==> src/rtl/kp_pkg.sv <==
// Shared types and constants for the hex keypad scanner.
package kp_pkg;

    typedef enum logic [1:0] {
        SCAN     = 2'd0,
        DEBOUNCE = 2'd1,
        HELD     = 2'd2
    } kp_state_e;

    // Column 0 strobed (active-low) coming out of reset
    localparam logic [3:0] COLS_RESET = 4'b1110;

    // Key map indexed [row][col]; each 16-bit row holds col3..col0, left to right.
    // r0: 1 2 3 A | r1: 4 5 6 B | r2: 7 8 9 C | r3: 0 F E D
    localparam logic [3:0][3:0][3:0] KEY_MAP = 64'hDEF0_C987_B654_A321;

    function automatic logic [3:0] key_lookup(input logic [1:0] row, input logic [1:0] col);
        return KEY_MAP[row][col];
    endfunction

    // Index of the active-low strobe in a one-hot column pattern
    function automatic logic [1:0] col_index(input logic [3:0] cols);
        case (cols)
            4'b1110: return 2'd0;
            4'b1101: return 2'd1;
            4'b1011: return 2'd2;
            4'b0111: return 2'd3;
            default: return 2'd0;
        endcase
    endfunction

endpackage

==> src/rtl/kp_scan_tick.sv <==
// Free-running column window timer: one tick every SCAN_DIV clocks.
module kp_scan_tick #(
    parameter int SCAN_DIV = 100000
) (
    input  logic clk,
    input  logic rst_n,
    output logic tick
);

    localparam int CW = (SCAN_DIV > 1) ? $clog2(SCAN_DIV) : 1;
    localparam logic [CW-1:0] LAST = CW'(SCAN_DIV - 1);

    logic [CW-1:0] count_q;
    logic [CW-1:0] count_d;

    // Count 0..SCAN_DIV-1 and wrap
    always_comb begin
        count_d = (count_q == LAST) ? '0 : count_q + 1'b1;
    end

    // Counter register
    always_ff @(posedge clk or negedge rst_n) begin
        if (!rst_n) begin
            count_q <= '0;
        end else begin
            count_q <= count_d;
        end
    end

    assign tick = (count_q == LAST);

endmodule

==> src/rtl/hex_keypad_scanner.sv <==
// 4x4 hex keypad scanner: column strobing, debounce FSM, key decode and entry shift register.
module hex_keypad_scanner
    import kp_pkg::*;
#(
    parameter int SCAN_DIV       = 100000,
    parameter int DEBOUNCE_SCANS = 4
) (
    input  logic        clk,
    input  logic        rst_n,
    input  logic [3:0]  rows,
    input  logic        clear,
    output logic [3:0]  cols,
    output logic [3:0]  key_code,
    output logic        key_valid,
    output logic        key_held,
    output logic [15:0] entry
);

    localparam int CNT_W = $clog2(DEBOUNCE_SCANS + 1);
    localparam logic [CNT_W-1:0] CNT_LAST = CNT_W'(DEBOUNCE_SCANS);

    logic            tick;
    logic [3:0]      rows_meta_q, rows_sync_q;
    kp_state_e       state_q, state_d;
    logic [CNT_W-1:0] cnt_q, cnt_d, cnt_inc;
    logic [1:0]      row_idx_q, row_idx_d;
    logic [3:0]      cols_q, cols_d, cols_rot;
    logic [3:0]      key_code_q, key_code_d;
    logic            key_valid_q, key_valid_d;
    logic            key_held_q, key_held_d;
    logic [15:0]     entry_q, entry_d;
    logic [3:0]      row_low;
    logic            is_none, is_single, accept;
    logic [1:0]      sample_row;

    kp_scan_tick #(.SCAN_DIV(SCAN_DIV)) u_tick (
        .clk   (clk),
        .rst_n (rst_n),
        .tick  (tick)
    );

    // Two-flop synchronizer for the asynchronous row returns; idle rows read all-high
    always_ff @(posedge clk or negedge rst_n) begin
        if (!rst_n) begin
            rows_meta_q <= 4'hF;
            rows_sync_q <= 4'hF;
        end else begin
            rows_meta_q <= rows;
            rows_sync_q <= rows_meta_q;
        end
    end

    // Classify the synchronized row sample as NONE, SINGLE or MULTI and find the low row
    always_comb begin
        row_low    = ~rows_sync_q;
        is_none    = (row_low == 4'h0);
        is_single  = $onehot(row_low);
        sample_row = 2'd0;
        case (row_low)
            4'b0001: sample_row = 2'd0;
            4'b0010: sample_row = 2'd1;
            4'b0100: sample_row = 2'd2;
            4'b1000: sample_row = 2'd3;
            default: sample_row = 2'd0;
        endcase
    end

    // Scan/debounce/hold FSM; everything advances only on the window tick
    always_comb begin
        state_d     = state_q;
        cnt_d       = cnt_q;
        row_idx_d   = row_idx_q;
        cols_d      = cols_q;
        key_code_d  = key_code_q;
        key_valid_d = 1'b0;
        key_held_d  = key_held_q;
        accept      = 1'b0;
        cnt_inc     = cnt_q + 1'b1;
        cols_rot    = {cols_q[2:0], cols_q[3]};
        if (tick) begin
            case (state_q)
                SCAN: begin
                    if (is_single) begin
                        row_idx_d = sample_row;
                        if (DEBOUNCE_SCANS == 1) begin
                            accept = 1'b1;
                        end else begin
                            cnt_d   = CNT_W'(1);
                            state_d = DEBOUNCE;
                        end
                    end else begin
                        cols_d = cols_rot;
                    end
                end
                DEBOUNCE: begin
                    if (is_single && (sample_row == row_idx_q)) begin
                        if (cnt_inc == CNT_LAST) begin
                            accept = 1'b1;
                        end else begin
                            cnt_d = cnt_inc;
                        end
                    end else begin
                        cnt_d   = '0;
                        cols_d  = cols_rot;
                        state_d = SCAN;
                    end
                end
                HELD: begin
                    if (is_none) begin
                        if (cnt_inc == CNT_LAST) begin
                            key_held_d = 1'b0;
                            cnt_d      = '0;
                            cols_d     = cols_rot;
                            state_d    = SCAN;
                        end else begin
                            cnt_d = cnt_inc;
                        end
                    end else begin
                        cnt_d = '0;
                    end
                end
                default: begin
                    state_d = SCAN;
                    cnt_d   = '0;
                    cols_d  = COLS_RESET;
                end
            endcase
        end
        if (accept) begin
            key_code_d  = key_lookup(sample_row, col_index(cols_q));
            key_valid_d = 1'b1;
            key_held_d  = 1'b1;
            cnt_d       = '0;
            state_d     = HELD;
        end
    end

    // Entry word: clear beats a simultaneous accepted nibble
    always_comb begin
        entry_d = entry_q;
        if (clear) begin
            entry_d = 16'h0000;
        end else if (key_valid_q) begin
            entry_d = {entry_q[11:0], key_code_q};
        end
    end

    // State and output registers
    always_ff @(posedge clk or negedge rst_n) begin
        if (!rst_n) begin
            state_q     <= SCAN;
            cnt_q       <= '0;
            row_idx_q   <= 2'd0;
            cols_q      <= COLS_RESET;
            key_code_q  <= 4'h0;
            key_valid_q <= 1'b0;
            key_held_q  <= 1'b0;
            entry_q     <= 16'h0000;
        end else begin
            state_q     <= state_d;
            cnt_q       <= cnt_d;
            row_idx_q   <= row_idx_d;
            cols_q      <= cols_d;
            key_code_q  <= key_code_d;
            key_valid_q <= key_valid_d;
            key_held_q  <= key_held_d;
            entry_q     <= entry_d;
        end
    end

    assign cols      = cols_q;
    assign key_code  = key_code_q;
    assign key_valid = key_valid_q;
    assign key_held  = key_held_q;
    assign entry     = entry_q;

endmodule
==> config.mk <==
export PLATFORM = sky130hd
export DESIGN_NAME = hex_keypad_scanner
export DESIGN_NICKNAME = d
export VERILOG_FILES = /design/src/rtl/kp_pkg.sv /design/src/rtl/kp_scan_tick.sv /design/src/rtl/hex_keypad_scanner.sv
export SDC_FILE = /design/constraint.sdc
export NUM_CORES = 1
export LEC_CHECK = 0
export BUFFER_PORTS_ARGS = -buffer_cell sky130_fd_sc_hd__buf_2
export CORE_MARGIN = 10
export CORE_UTILIZATION = 43
export CTS_BUF_LIST = sky130_fd_sc_hd__clkbuf_16
export CTS_CLUSTER_SIZE = 12
export DETAILED_ROUTE_END_ITERATION = 10
export PLACE_DENSITY = 0.65
export SYNTH_ARGS = -nofsm -noshare
export SYNTH_HDL_FRONTEND = slang
export SYNTH_SLANG_ARGS = --single-unit
==> constraint.sdc <==
create_clock -name clk -period 5.26 [get_ports clk]
set_input_delay 0.789 -clock clk [delete_from_list [all_inputs] [get_ports clk]]
set_output_delay 0.789 -clock clk [all_outputs]
set_load 0.02 [all_outputs]
## Yosys cells after proc, flatten, opt, wreduce, memory -nomap -nowiden

Cells that the tools add are included.

| storage, ports and cells | value |
|---|---|
| input port bits | 7 |
| word-level logic and storage cells | 93 |
| output and inout port bits | 26 |
| register bits after elaboration | 58 |

| operators by class | value |
|---|---|
| order comparisons | 2 |
| bitwise gates (word level) | 1 |
| $add $sub $neg | 5 |
| multiplexer cells | 40 |
| reductions and logical operators | 13 |
| equality and inequality tests | 21 |

Operators by type and width:

| kind | number |
|---|---|
| $mux W16 | 3 |
| $bmux W16 S2 | 1 |
| $mux W3 | 7 |
| $mux W4 | 5 |
| $pmux W2 S3 | 3 |
| $add A17 B1 Y17 const B | 1 |
| $eq A17 B17 Y1 const B | 1 |
| $mux W17 | 1 |
| $mux W2 | 7 |
| $eq A4 B4 Y1 const B | 3 |
| $ne A3 B3 Y1 const B | 4 |
| $pmux W4 S3 | 1 |
| $mux W1 | 10 |
| $reduce_and A5 Y1 | 2 |
| $reduce_bool A2 Y1 | 5 |
| $pmux W3 S3 | 1 |
| $bmux W4 S2 | 1 |
| $eq A4 B3 Y1 const B | 2 |
| $ne A2 B2 Y1 const B | 4 |
| $lt A2 B3 Y1 const B | 2 |
| $reduce_and A3 Y1 | 2 |
| $add A1 B1 Y2 | 2 |
| $eq A4 B2 Y1 const B | 1 |
| $logic_not A4 Y1 | 1 |
| other kinds (12) | 12 |

## Depth between registers and ports, before layout

Gate-level depths: netlist of the first run.

| logic depth | value |
|---|---|
| depth after elaboration | 11 |
| depth in mapped cells | 11 |
| depth with buffers taken out | 10 |

## Cells and area by module

Synthesis of the first run repeated with hierarchy kept, for this count alone.

| second synthesis, totals | value |
|---|---|
| cell total of the unflattened synthesis | 256 |
| area total of the unflattened synthesis | 2834.0 µm² |

Modules (own cells, without submodules):

| module | cells each | instances | area each (µm²) | seq. area each (µm²) |
|---|---|---|---|---|
| hex_keypad_scanner | 182 | 1 | 2040.7 | 1039.7 |
| kp_scan_tick | 74 | 1 | 793.3 | 425.4 |

## Least setup slack after synthesis of the first run

Ideal clock, no wire load.

| timing | value |
|---|---|
| path kind | register to register |
| start point | register rows_sync_q[0] |
| end point | register key_code_q[0], in the netlist key_code[0] |
| slack | 2.576 ns |
| stages on the path, launching flop included | 12 |
| required time | 5.135 ns |
| path buffers | 1 |
| library setup time | 0.125 ns |
| arrival | 2.559 ns |
| period minus slack after synthesis | 2.684 ns |
| cells stage by stage | dfstp_2 > fa_1 > inv_1 > ha_1 > ha_1 > nor2_1 > nand2_1 > nor3_1 > and3_1 > buf_4 > nand3_4 > mux2_4 |

| between the ends | value |
|---|---|
| cells in the longest elaborated chain, start to end | 8 |
| elaborated cells on any way between the ends | 17 |
| classes of those cells | add/sub: 2; eq/ne: 5; mux: 8; bitwise: 1; reduce/logical: 1 |

RTL lines:

| what | line | RTL |
|---|---|---|
| from (decl) | hex_keypad_scanner.sv:23 | `logic [3:0] rows_meta_q, rows_sync_q;` |
| from (signal assigned) | hex_keypad_scanner.sv:49 | `rows_sync_q <= rows_meta_q;` |
| $not A4 Y4 (*) | hex_keypad_scanner.sv:55 | `row_low = ~rows_sync_q;` |
| $add A1 B1 Y2 (implied by the code) (tied with other cells) | hex_keypad_scanner.sv:57 | `is_single = $onehot(row_low);` |
| $add A2 B2 Y3 (implied by the code) / $pmux W2 S3 (equally long branches) | hex_keypad_scanner.sv:57, hex_keypad_scanner.sv:59 |  |
| $eq A3 B1 Y1 / $eq A2 B2 Y1 (equally long branches) | hex_keypad_scanner.sv:57, hex_keypad_scanner.sv:96 |  |
| $logic_and A1 B1 Y1 | hex_keypad_scanner.sv:96 | `if (is_single && (sample_row == row_idx_q)) begin` |
| $mux W1 | hex_keypad_scanner.sv:96 |  |
| $mux W1 | hex_keypad_scanner.sv:81 | `case (state_q)` |
| $mux W1 | hex_keypad_scanner.sv:80 | `if (tick) begin` |
| to (signal assigned) | hex_keypad_scanner.sv:164 | `key_code_q <= key_code_d;` |
| to (decl) | hex_keypad_scanner.sv:28 | `logic [3:0] key_code_q, key_code_d;` |

Every way passes the cells marked *; elsewhere a longest branch is shown, timed or not. The select of a mux whose other input is x is not followed.
A chain may end at the register's enable or synchronous reset.

## Final worst setup path of the first run

| timing | value |
|---|---|
| start point | register rows_sync_q[3] |
| end point | register key_code_q[2], in the netlist key_code[2] |

The elaborated chain is that of the path after synthesis.

==> flow_summary.rst, run 1 <==
.. list-table::
   :header-rows: 1

   * - Metric
     - Value
   * - Run status
     - complete, no violations
   * - Most common flop cell mapped by yosys
     - sky130_fd_sc_hd__dfrtp_1
   * - Fin. Hold Viols
     - 0
   * - Clock insertion delay at the later pin of the skew report
     - 0.33 ns
   * - Destination of the critical timing path
     - key_code[2]$_DFFE_PN0P_
   * - Warnings, synthesis
     - 0
   * - TritonRoute pass-1 iters
     - 4
   * - Crit Path Category
     - register to register
   * - Final instance area
     - 3368 sq um
   * - CP arrival
     - 3.19 ns
   * - Area share of the leading cell type in the synthesized netlist
     - 41.70%
   * - Maximum number of pins on one net before global-route repair
     - 59
   * - Vias per std cell
     - 5.158
   * - Violation count after the first detailed-route iteration
     - 115
   * - Switching power total
     - 0.0002405 W
   * - Most common library cell in the layout ignoring fill and taps
     - sky130_fd_sc_hd__dfrtp_1
   * - Max FO, Critical Path
     - 7
   * - Final worst path period share
     - 56.58%
   * - Number of filler cells placed in the layout
     - 575
   * - Clock slew seen by the registers of the worst setup and hold paths
     - 0.06 ns
   * - Sink Count
     - 58
   * - Number of enable-type register cells in the synthesized netlist
     - 0
   * - Reg2Reg Launch Point
     - rows_sync_q[3]$_DFF_PN1_
   * - Hold Path Class
     - register to register
   * - FF-to-FF path depth
     - 10
   * - Placed wire-length estimate
     - 3680 microns
   * - Num CTS Buffers
     - 9
   * - H-tree Lvls
     - 3
   * - Peak clock frequency supported by timing
     - 0.3360 GHz
   * - Number of global-route vias before repair
     - 1999
   * - Area enclosed by the die boundary
     - 10200 sq um
   * - Adder and majority gate portion of the synthesized area
     - 5.501%
   * - Final setup fails
     - 0
   * - Post CTS Setup Buffer Count
     - 0
   * - Required time at the worst-slack endpoint
     - 5.47 ns
   * - Share of flip-flops with an asynchronous set or reset after synthesis
     - 100.0%
   * - Number of synthesized register bits
     - 58
   * - Xor and xnor area share after synthesis
     - 6.477%
   * - Antenna violations before repair
     - 0
   * - Part of the total power dissipated in sequential elements
     - 40.5%
   * - Power Internal
     - 0.0008825 W
   * - Mean cell area of the mapped netlist
     - 10.93 sq um
   * - Number of hold buffers added after cts
     - 0
   * - DR vias
     - 1929
   * - Area of the core
     - 6350 sq um
   * - FF-to-FF End
     - key_code[2]$_DFFE_PN0P_
   * - Starting density of the core
     - 44.41%
   * - TritonCTS clock tree
     - built
   * - Synthesis-to-finish area growth
     - 19.43%
   * - Share of synthesized area spent on multiplexers
     - 8.962%
   * - Post-route clock skew
     - 0.006518 ns
   * - Post-synthesis instance area
     - 2820 sq um
   * - Simple-gate share of the synthesized area
     - 17.57%
   * - Leakage power total
     - 1.580 nW
   * - Count of distinct cell types in the synthesized netlist
     - 46
   * - Largest family of logic cells by synthesized area
     - simple AND/OR/NAND/NOR gates
   * - Die outline width
     - 101.0 microns
   * - Critical path startpoint category
     - register
   * - Max-cap violation count
     - 0
   * - Antenna-violating nets left
     - 0
   * - Critical path launch point
     - rows_sync_q[3]$_DFF_PN1_
   * - Time the worst path needs with I/O delays and setup
     - 2.976 ns
   * - DRC violation count after routing
     - 0
   * - Ports
     - 33
   * - Sw frac
     - 21.42%
   * - Most frequent cells in the layout
     - sky130_fd_sc_hd__dfrtp_1 (47), sky130_fd_sc_hd__nor2_1 (35), sky130_fd_sc_hd__buf_2 (32)
   * - Placement Cell Area
     - 3042 sq um
   * - Fraction of the yosys area taken by sequential cells
     - 51.95%
   * - Average wire length per cell after detail routing
     - 14.24 microns
   * - Cell Count, Final, Fillers Out
     - 374
   * - Worst Setup End Kind
     - register
   * - Vertical die dimension
     - 101.0 microns
   * - Setup repair after global routing missed its margin
     - false
   * - Total overflow reported by the global router
     - 0
   * - Clock root buffer
     - sky130_fd_sc_hd__clkbuf_16
   * - Antenna fix cells
     - 0
   * - Max rail drop VDD
     - 0.2688 mV
   * - Number of nets in the synthesized netlist
     - 276
   * - Placed cells
     - 358
   * - Area fraction in compound gates after synthesis
     - 6.566%
   * - Setup TNS Final
     - 0 ns
   * - Total power draw
     - 0.001123 W
   * - Max clock buf depth
     - 2
   * - Fraction of layout cells with a size suffix above 1
     - 24.92%
   * - Power density relative to cell area
     - 333.4 nW/um^2
   * - Headroom to the max-slew limit
     - 43.71%
   * - First-pass GRT wire length
     - 9390 microns
   * - Gpl congestion
     - 0.7801
   * - Clk pwr share
     - 56.3%
   * - Nets
     - 310
   * - Comb pwr share
     - 3.2%
   * - Worst setup slack for register-to-register paths
     - 2.28 ns
   * - Number of I/O port buffers
     - 32
   * - Site Rows
     - 29
   * - Gate count of the mapped netlist
     - 258
   * - Detailed Route WL
     - 5326 microns
   * - Least-Margin Pin Slew
     - 0.8444 ns
   * - Most area-consuming cells after synthesis
     - sky130_fd_sc_hd__dfrtp_1 (42%), sky130_fd_sc_hd__dfstp_2 (10%), sky130_fd_sc_hd__mux2i_1 (6.0%)
   * - Cell type with the highest aggregate area in the netlist
     - sky130_fd_sc_hd__dfrtp_1
   * - Global router's overall resource usage
     - 11.39%
   * - Max Transition Viols Final
     - 0
   * - Resized Gates After CTS
     - 0
[power groups by stage]
stage	sequential (W)	clock (W)	combinational (W)
floorplan	0.000462	0	0.0000209
global placement	0.000462	0	0.0000359
detailed placement	0.000462	0	0.0000365
CTS	0.000455	0.000645	0.0000369
global route	0.000455	0.000667	0.0000414
finish	0.000455	0.000633	0.0000356
[stage by stage]
stage	hold WS, ns	setup slack, ns	utilization [%]
after floorplan	0.3452	2.576	-
after global placement	0.3456	2.399	47.90
after detailed placement	0.3469	2.323	47.90
after CTS	0.3549	2.286	53.04
after global routing	0.3591	2.123	53.04
final	0.3538	2.284	53.04
[worst min-delay path by stage]
stage                                     endpoint  slack, ns                      from  cells after the start
after global routing      rows_sync_q[3]$_DFF_PN1_       0.36  rows_meta_q[3]$_DFF_PN1_                      0
final                     rows_sync_q[1]$_DFF_PN1_       0.35  rows_meta_q[1]$_DFF_PN1_                      0
after global placement    rows_sync_q[0]$_DFF_PN1_       0.35  rows_meta_q[0]$_DFF_PN1_                      0
after floorplan           rows_sync_q[0]$_DFF_PN1_       0.35  rows_meta_q[0]$_DFF_PN1_                      0
after detailed placement  rows_sync_q[1]$_DFF_PN1_       0.35  rows_meta_q[1]$_DFF_PN1_                      0
after CTS                 rows_sync_q[1]$_DFF_PN1_       0.35  rows_meta_q[1]$_DFF_PN1_                      0
[Yosys cell counts, types with 2 or more instances]
| cell | n |
|---|---|
| sky130_fd_sc_hd__o31ai_1 | 3 |
| sky130_fd_sc_hd__nand4_1 | 7 |
| sky130_fd_sc_hd__buf_1 | 2 |
| sky130_fd_sc_hd__dfrtp_1 | 47 |
| sky130_fd_sc_hd__nor3_1 | 2 |
| sky130_fd_sc_hd__mux2_4 | 4 |
| sky130_fd_sc_hd__xor2_1 | 8 |
| sky130_fd_sc_hd__nor2_1 | 35 |
| sky130_fd_sc_hd__xnor2_1 | 11 |
| sky130_fd_sc_hd__a21oi_1 | 11 |
| sky130_fd_sc_hd__and3_1 | 6 |
| sky130_fd_sc_hd__nand3_1 | 7 |
| sky130_fd_sc_hd__mux2i_1 | 17 |
| sky130_fd_sc_hd__nand2_1 | 22 |
| sky130_fd_sc_hd__and2_1 | 2 |
| sky130_fd_sc_hd__clkbuf_1 | 6 |
| sky130_fd_sc_hd__nor2b_1 | 3 |
| sky130_fd_sc_hd__o21ai_0 | 8 |
| sky130_fd_sc_hd__dfstp_2 | 11 |
| sky130_fd_sc_hd__ha_1 | 10 |
| sky130_fd_sc_hd__inv_1 | 11 |
[state kept, by name (all words and copies together), names as in the netlist]
name            cells
rows_meta_q         4
row_idx_q           2
u_tick.count_q     17
rows_sync_q         4
state_q             2
cols                4
key_held            1
key_valid           1
key_code            4
entry              16
cnt_q               3
[routing by layer]
| metal | part of all wire [%] | up-vias | global-route usage [%] |
|---|---|---|---|
| met1 | 47 | 920 | 14.16 |
| li1 | - | 950 | - |
| met5 | 0 | - | 0 |
| met4 | 2.4 | 0 | 6.324 |
| met3 | 6.1 | 9 | 3.498 |
| met2 | 44 | 50 | 17.20 |
[final cells by class]
cell class                 instances  area [sq um]  share of cell area [%]
sequential                        58          1465                   43.50
multi-input combinational        179          1271                   37.74
clock buffer                       9         225.2                   6.686
timing repair buffer              33         167.7                   4.978
clock inverter                     7         101.3                   3.009
tap                               77         96.34                   2.860
inverter                          11         41.29                   1.226
[critical path: stages, from the launching register on]
cell                      delay (ns)
sky130_fd_sc_hd__dfstp_2        0.57
sky130_fd_sc_hd__fa_1           0.41
sky130_fd_sc_hd__inv_1          0.06
sky130_fd_sc_hd__ha_1           0.15
sky130_fd_sc_hd__ha_1           0.24
sky130_fd_sc_hd__nor2_1         0.11
sky130_fd_sc_hd__nand2_1        0.08
sky130_fd_sc_hd__nor3_1         0.32
sky130_fd_sc_hd__and3_1         0.42
sky130_fd_sc_hd__nand3_4        0.17
sky130_fd_sc_hd__mux2_4         0.32
[kinds of logic after synthesis]
family | count (synthesis)
compound gates | 28
fa+ha+maj | 12
xor+xnor | 20
flops | 58
mux | 22
simple gates | 97
buf+inv | 21
Note: power is estimated with default switching activity, not from simulation.
==> run 2: changes to the inputs <==
clock period = 3.1 ns   (was 5.26 ns; I/O delays follow)
==> run 2 against run 1 <==
Sequential share of layout area is 0.33 points higher. Critical endpoint is now key_code[0]$_DFFE_PN0P_. Core utilization is 0.39 points lower. Setup slack worse by 2.0 ns. Sequential power is 70% higher. Power is 58% higher. Fmax is 7.3% higher. Critical path depth stayed put. Routed wire length is 1.3% higher. Cell count is 0.53% higher. Critical path type unchanged.
==> flow_summary.rst, run 2 (same netlist as run 1, synthesis figures left out) <==
.. list-table::
   :header-rows: 1

   * - Metric
     - Value
   * - Vias per std cell
     - 5.138 (-0.38%)
   * - Setup repair after global routing missed its margin
     - false
   * - Final setup slack of the worst path
     - 0.3258 ns (-1.958 ns)
   * - Final instance area
     - 3343 sq um (-0.74%)
   * - TritonCTS clock tree
     - built
   * - Gpl congestion
     - 0.8228 (+5.5%)
   * - Buffers and inverters on the worst path
     - 1 (unchanged)
   * - Placed wire-length estimate
     - 3730 microns (+1.4%)
   * - Number of flip-flops under the largest register name
     - 17 (unchanged)
   * - Clock insertion delay at the later pin of the skew report
     - 0.33 ns (about the same)
   * - Violation count after the first detailed-route iteration
     - 115 (unchanged)
   * - Fraction of layout cells with a size suffix above 1
     - 25.08% (+0.17 points)
   * - Pre-CTS WS
     - 0.3341 ns (-1.988 ns)
   * - Post CTS Setup Buffer Count
     - 0 (unchanged)
   * - Antenna violations before repair
     - 0 (unchanged)
   * - Cell seen most often among critical-path stages
     - sky130_fd_sc_hd__ha_1
   * - Most frequent cells in the layout
     - sky130_fd_sc_hd__dfrtp_1 (47), sky130_fd_sc_hd__nor2_1 (35), sky130_fd_sc_hd__buf_2 (32)
   * - Starting density of the core
     - 44.41% (unchanged)
   * - Max FO, Critical Path
     - 7 (unchanged)
   * - CP arrival
     - 2.98 ns (-0.21 ns)
   * - Max rail drop VDD
     - 0.3661 mV (+36%)
   * - Clock root buffer
     - sky130_fd_sc_hd__clkbuf_16
   * - Setup TNS Final
     - 0 ns (unchanged)
   * - Fin. Hold Viols
     - 0 (unchanged)
   * - First-pass GRT wire length
     - 9259 microns (-1.4%)
   * - CP Cell Sequence
     - fa_1 > inv_1 > ha_1 > ha_1 > nor2_1 > nand2_1 > nor3_1 > and3_1 > nand3_4 > mux2_4
   * - Peak clock frequency supported by timing
     - 0.3605 GHz (+7.3%)
   * - Critical path startpoint category
     - register
   * - Nets
     - 312 (+0.65%)
   * - Average wire length per cell after detail routing
     - 14.35 microns (+0.78%)
   * - Power density relative to cell area
     - 529.9 nW/um^2 (+59%)
   * - Cell family contributing the most delay on the critical path
     - simple AND/OR/NAND/NOR gates
   * - Largest stage delay, worst path
     - 0.57 ns (about the same)
   * - Headroom to the max-slew limit
     - 35.01% (-8.7 points)
   * - Area of the core
     - 6350 sq um (unchanged)
   * - Least-Margin Pin Slew
     - 0.9748 ns (+0.1304 ns)
   * - Antenna-violating nets left
     - 0 (unchanged)
   * - Number of filler cells placed in the layout
     - 546 (-5.0%)
   * - Ports
     - 33 (unchanged)
   * - Max-cap violation count
     - 0 (unchanged)
   * - Antenna fix cells
     - 0 (unchanged)
   * - Vertical die dimension
     - 101.0 microns (unchanged)
   * - Site Rows
     - 29 (unchanged)
   * - Worst Setup End Kind
     - register
   * - Global router's overall resource usage
     - 11.45% (+0.059 points)
   * - TritonRoute pass-1 iters
     - 4 (unchanged)
   * - Final setup fails
     - 0 (unchanged)
   * - Run status
     - complete, no violations
   * - Placement Cell Area
     - 3057 sq um (+0.49%)
   * - Number of I/O port buffers
     - 32 (unchanged)
   * - Max clock buf depth
     - 2 (unchanged)
   * - Finished Core Util
     - 52.65% (-0.39 points)
   * - Die outline width
     - 101.0 microns (unchanged)
   * - Sink Count
     - 58 (unchanged)
   * - Area enclosed by the die boundary
     - 10200 sq um (unchanged)
   * - H-tree Lvls
     - 3 (unchanged)
   * - Leakage power total
     - 1.584 nW (+0.28%)
   * - Resized Gates After CTS
     - 0 (unchanged)
   * - Slowest stage cell, crit path
     - sky130_fd_sc_hd__dfstp_2
   * - Register name with the most flops
     - u_tick.count_q
   * - Most common library cell in the layout ignoring fill and taps
     - sky130_fd_sc_hd__dfrtp_1
   * - Total overflow reported by the global router
     - 0 (unchanged)
   * - Number of hold buffers added after cts
     - 0 (unchanged)
   * - Clock slew seen by the registers of the worst setup and hold paths
     - 0.05 ns (about the same)
   * - Time the worst path needs with I/O delays and setup
     - 2.774 ns (-0.2016 ns)
   * - Synthesis-to-finish area growth
     - 18.54%
   * - Post-route clock skew
     - 0.007834 ns (+0.001317 ns)
   * - DR vias
     - 1932 (+0.16%)
   * - Maximum number of pins on one net before global-route repair
     - 46 (-22%)
   * - Max Transition Viols Final
     - 0 (unchanged)
   * - Hold Path Class
     - primary input to register
   * - Required time at the worst-slack endpoint
     - 3.31 ns (-2.16 ns)
   * - DRC violation count after routing
     - 0 (unchanged)
   * - Final worst path period share
     - 89.49% (+33 points)
   * - Crit Path Category
     - register to register
   * - Num CTS Buffers
     - 9 (unchanged)
   * - Detailed Route WL
     - 5396 microns (+1.3%)
   * - Number of global-route vias before repair
     - 1947 (-2.6%)
[run 2: cell types whose count changed in the layout (fill, tap and decap cells not counted), sizes merged]
cell      before  now
buf           33   35
clkinvlp       2    1
bufinv         2    1
clkinv         1    4
inv           13   12
[run 2: final timing paths]
check | endpoint | startpoint | cells after the start | slack, ns
hold / removal | rows_meta_q[0]$_DFF_PN1_ | rows[0] | 1 | 0.23
min in group asynchronous | u_tick.count_q[11]$_DFF_PN0_ | rst_n | 1 | 0.29
max in group asynchronous | rows_meta_q[3]$_DFF_PN1_ | rst_n | 2 | 1.98
setup reg to reg | key_code[0]$_DFFE_PN0P_ | rows_sync_q[3]$_DFF_PN1_ | 10 | 0.33
hold reg to reg | rows_sync_q[2]$_DFF_PN1_ | rows_meta_q[2]$_DFF_PN1_ | 0 | 0.35
setup / recovery | key_code[0]$_DFFE_PN0P_ | rows_sync_q[3]$_DFF_PN1_ | 10 | 0.33
[run 2: through the flow]
| step | std cells | hold WS, ns | power, W |
|---|---|---|---|
| floorplan | 258 | 0.1694 | 0.0008192 |
| global placement | 360 | 0.3457 | 0.0008449 |
| detailed placement | 360 | 0.3472 | 0.0008469 |
| CTS | 376 | 0.2185 | 0.001799 |
| global route | 376 | 0.2182 | 0.001844 |
| finish | 376 | 0.2291 | 0.001772 |
[run 2: report_power, final]
| group | total, W | internal (W) | switching, W | leakage (nW) |
|---|---|---|---|---|
| sequential | 0.000772 | 0.000768 | 0.00000398 | 0.758 |
| clock | 0.000938 | 0.000610 | 0.000328 | 0.146 |
| combinational | 0.0000608 | 0.0000211 | 0.0000397 | 0.680 |
[run 2: area by class of cell]
cell class	instances	area, sq um	share of cell area [%]
inverters	11	41.29	1.235
clock buffers	9	225.2	6.737
multi-input cells	179	1271	38.02
clock inverters	7	61.31	1.834
repair buffers	35	182.7	5.464
flip-flops and latches	58	1465	43.82
well taps	77	96.34	2.882
[run 2: per-layer routing]
layer / GRT usage, % / vias up / share of wire (%)
met5: 0 / - / 0
met4: 4.394 / 0 / 1.8
met3: 6.310 / 9 / 8.5
met2: 17.05 / 51 / 44
met1: 13.50 / 914 / 46
li1: - / 958 / -
[run 2: worst register-to-register path, delay by kind of cell (launching register included)]
family / cells / cell delay [ns]
flops: 1 / 0.57
mux: 1 / 0.33
buf+inv: 1 / 0.07
fa+ha+maj: 3 / 0.80
simple gates: 5 / 0.90
==> run 3: changes to the inputs <==
GPL_ROUTABILITY_DRIVEN = 0   (was not set)
PLACE_DENSITY = not set   (was 0.65)
PLACE_DENSITY_LB_ADDON = 0.25   (was not set)
==> run 3 against run 2 <==
Fmax decreased by 1.5%. Combinational power decreased by 0.8%. Largest power group unchanged. Via count increased by 0.93%. Core utilization increased by 0.73 points. Final area increased by 1.4%. Non-clock buffer count unchanged.
==> flow_summary.rst, run 3 (same netlist as run 1, synthesis figures left out) <==
.. list-table::
   :header-rows: 1

   * - Metric
     - Value
   * - Number of flip-flops under the largest register name
     - 17 (unchanged)
   * - Critical path startpoint category
     - register
   * - Worst Setup End Kind
     - register
   * - Die outline width
     - 101.0 microns (unchanged)
   * - DRC violation count after routing
     - 0 (unchanged)
   * - Antenna-violating nets left
     - 0 (unchanged)
   * - Nets
     - 312 (unchanged)
   * - Most frequent cells in the layout
     - sky130_fd_sc_hd__dfrtp_1 (47), sky130_fd_sc_hd__nor2_1 (35), sky130_fd_sc_hd__buf_2 (32)
   * - Average wire length per cell after detail routing
     - 14.31 microns (-0.28%)
   * - Vias per std cell
     - 5.186 (+0.93%)
   * - Cell seen most often among critical-path stages
     - sky130_fd_sc_hd__ha_1
   * - Num CTS Buffers
     - 9 (unchanged)
   * - CP arrival
     - 3.02 ns (+0.04 ns)
   * - Clock root buffer
     - sky130_fd_sc_hd__clkbuf_16
   * - Synthesis-to-finish area growth
     - 20.19%
   * - Hold Path Class
     - primary input to async pin
   * - Max Transition Viols Final
     - 0 (unchanged)
   * - Post-route clock skew
     - 0.006665 ns (-0.001169 ns)
   * - Violation count after the first detailed-route iteration
     - 87 (-24%)
   * - First-pass GRT wire length
     - 9315 microns (+0.60%)
   * - Placed cells
     - 360 (unchanged)
   * - Final worst path period share
     - 90.81% (+1.3 points)
   * - Cell Count, Final, Fillers Out
     - 376 (unchanged)
   * - Starting density of the core
     - 44.41% (unchanged)
   * - Run status
     - complete, no violations
   * - Register name with the most flops
     - u_tick.count_q
   * - Number of hold buffers added after cts
     - 0 (unchanged)
   * - Final instance area
     - 3390 sq um (+1.4%)
   * - Clock insertion delay at the later pin of the skew report
     - 0.33 ns (about the same)
   * - Slowest stage cell, crit path
     - sky130_fd_sc_hd__dfstp_2
   * - Max FO, Critical Path
     - 7 (unchanged)
   * - TritonRoute pass-1 iters
     - 4 (unchanged)
   * - Antenna violations before repair
     - 0 (unchanged)
   * - Number of global-route vias before repair
     - 1955 (+0.41%)
   * - Setup TNS Final
     - 0 ns (unchanged)
   * - Area of the core
     - 6350 sq um (unchanged)
   * - Headroom to the max-slew limit
     - 65.23% (+30 points)
   * - Placement Cell Area
     - 3057 sq um (unchanged)
   * - Detailed Route WL
     - 5381 microns (-0.28%)
   * - Ports
     - 33 (unchanged)
   * - Least-Margin Pin Slew
     - 0.5210 ns (-0.4539 ns)
   * - Area enclosed by the die boundary
     - 10200 sq um (unchanged)
   * - Max clock buf depth
     - 2 (unchanged)
   * - TritonCTS clock tree
     - built
   * - H-tree Lvls
     - 3 (unchanged)
   * - Leakage power total
     - 1.602 nW (+1.1%)
   * - Fraction of layout cells with a size suffix above 1
     - 24.75% (-0.33 points)
   * - Global router's overall resource usage
     - 11.39% (-0.065 points)
   * - Vertical die dimension
     - 101.0 microns (unchanged)
   * - DR vias
     - 1950 (+0.93%)
   * - Post CTS Setup Buffer Count
     - 0 (unchanged)
   * - Fin. Hold Viols
     - 0 (unchanged)
   * - Time the worst path needs with I/O delays and setup
     - 2.815 ns (+0.04092 ns)
   * - Sink Count
     - 58 (unchanged)
   * - Crit Path Category
     - register to register
   * - Site Rows
     - 29 (unchanged)
   * - Largest stage delay, worst path
     - 0.57 ns (about the same)
   * - Max-cap violation count
     - 0 (unchanged)
   * - Required time at the worst-slack endpoint
     - 3.31 ns (about the same)
   * - Antenna fix cells
     - 0 (unchanged)
   * - Power density relative to cell area
     - 570.6 nW/um^2 (+7.7%)
   * - Most common library cell in the layout ignoring fill and taps
     - sky130_fd_sc_hd__dfrtp_1
   * - Maximum number of pins on one net before global-route repair
     - 39 (-15%)
   * - Setup repair after global routing missed its margin
     - false
   * - Max rail drop VDD
     - 0.3605 mV (-1.5%)
   * - Total overflow reported by the global router
     - 0 (unchanged)
   * - Resized Gates After CTS
     - 0 (unchanged)
   * - CP Cell Sequence
     - fa_1 > inv_1 > ha_1 > ha_1 > nor2_1 > nand2_1 > nor3_1 > and3_1 > nand3_4 > mux2_4
   * - Worst hold slack
     - 0.08558 ns (-0.1435 ns)
   * - Peak clock frequency supported by timing
     - 0.3552 GHz (-1.5%)
   * - Number of I/O port buffers
     - 32 (unchanged)
   * - Clock slew seen by the registers of the worst setup and hold paths
     - 0.05 ns (about the same)
   * - Final setup fails
     - 0 (unchanged)
   * - Placed wire-length estimate
     - 3784 microns (+1.4%)
## run 3: through the flow
| step | power (W) | util [%] | setup slack, ns |
|---|---|---|---|
| 2_1_floorplan | 0.0008192 | - | 0.4156 |
| 6_report | 0.001934 | 53.38 | 0.2848 |
| 3_5_place_dp | 0.0008462 | 48.14 | 0.3422 |
| 3_3_place_gp | 0.0008449 | 48.14 | 0.3905 |
| 5_1_grt | 0.002002 | 53.38 | 0.09585 |
| 4_1_cts | 0.001965 | 53.38 | 0.2722 |
## run 3: final cells by class
class	count	area [sq um]
timing repair buffer	35	182.7
inverter	11	41.29
fill	568	2960
clock inverter	7	107.6
tap	77	96.34
multi-input combinational	179	1271
clock buffer	9	225.2
sequential	58	1465
## run 3: report_power, final
group | leakage, nW | internal [W] | switching (W) | total, W
Sequential | 0.758 | 0.000768 | 0.00000410 | 0.000773
Clock | 0.164 | 0.000774 | 0.000327 | 0.00110
Combinational | 0.680 | 0.0000210 | 0.0000393 | 0.0000603
## run 3: path summary, 6_finish.rpt
check | start | end | slack [ns] | depth (start not counted)
min | rst_n | entry[14]$_DFFE_PN0P_ | 0.09 | 1
max in group asynchronous | rst_n | rows_meta_q[1]$_DFF_PN1_ | 2.16 | 2
max reg2reg | rows_sync_q[3]$_DFF_PN1_ | key_code[0]$_DFFE_PN0P_ | 0.28 | 10
min in group clk | rows[0] | rows_meta_q[0]$_DFF_PN1_ | 0.23 | 1
max | rows_sync_q[3]$_DFF_PN1_ | key_code[0]$_DFFE_PN0P_ | 0.28 | 10
min reg2reg | rows_meta_q[3]$_DFF_PN1_ | rows_sync_q[3]$_DFF_PN1_ | 0.35 | 0
## run 3: worst max-delay path: cells and delay by family (launching register included)
family                     cells  cell delay, ns
buffers and inverters          1            0.07
muxes                          1            0.33
adders and majority gates      3            0.82
DFF                            1            0.57
and+or+nand+nor                5            0.90
## run 3: metal layers
metal  GRT usage (%)  wire length (microns)  vias up
met5               0                      0        -
met2           16.90                   2461       36
met4           4.823                     66        0
met3           5.624                    374        8
li1                -                      -      961
met1           13.68                   2478      945
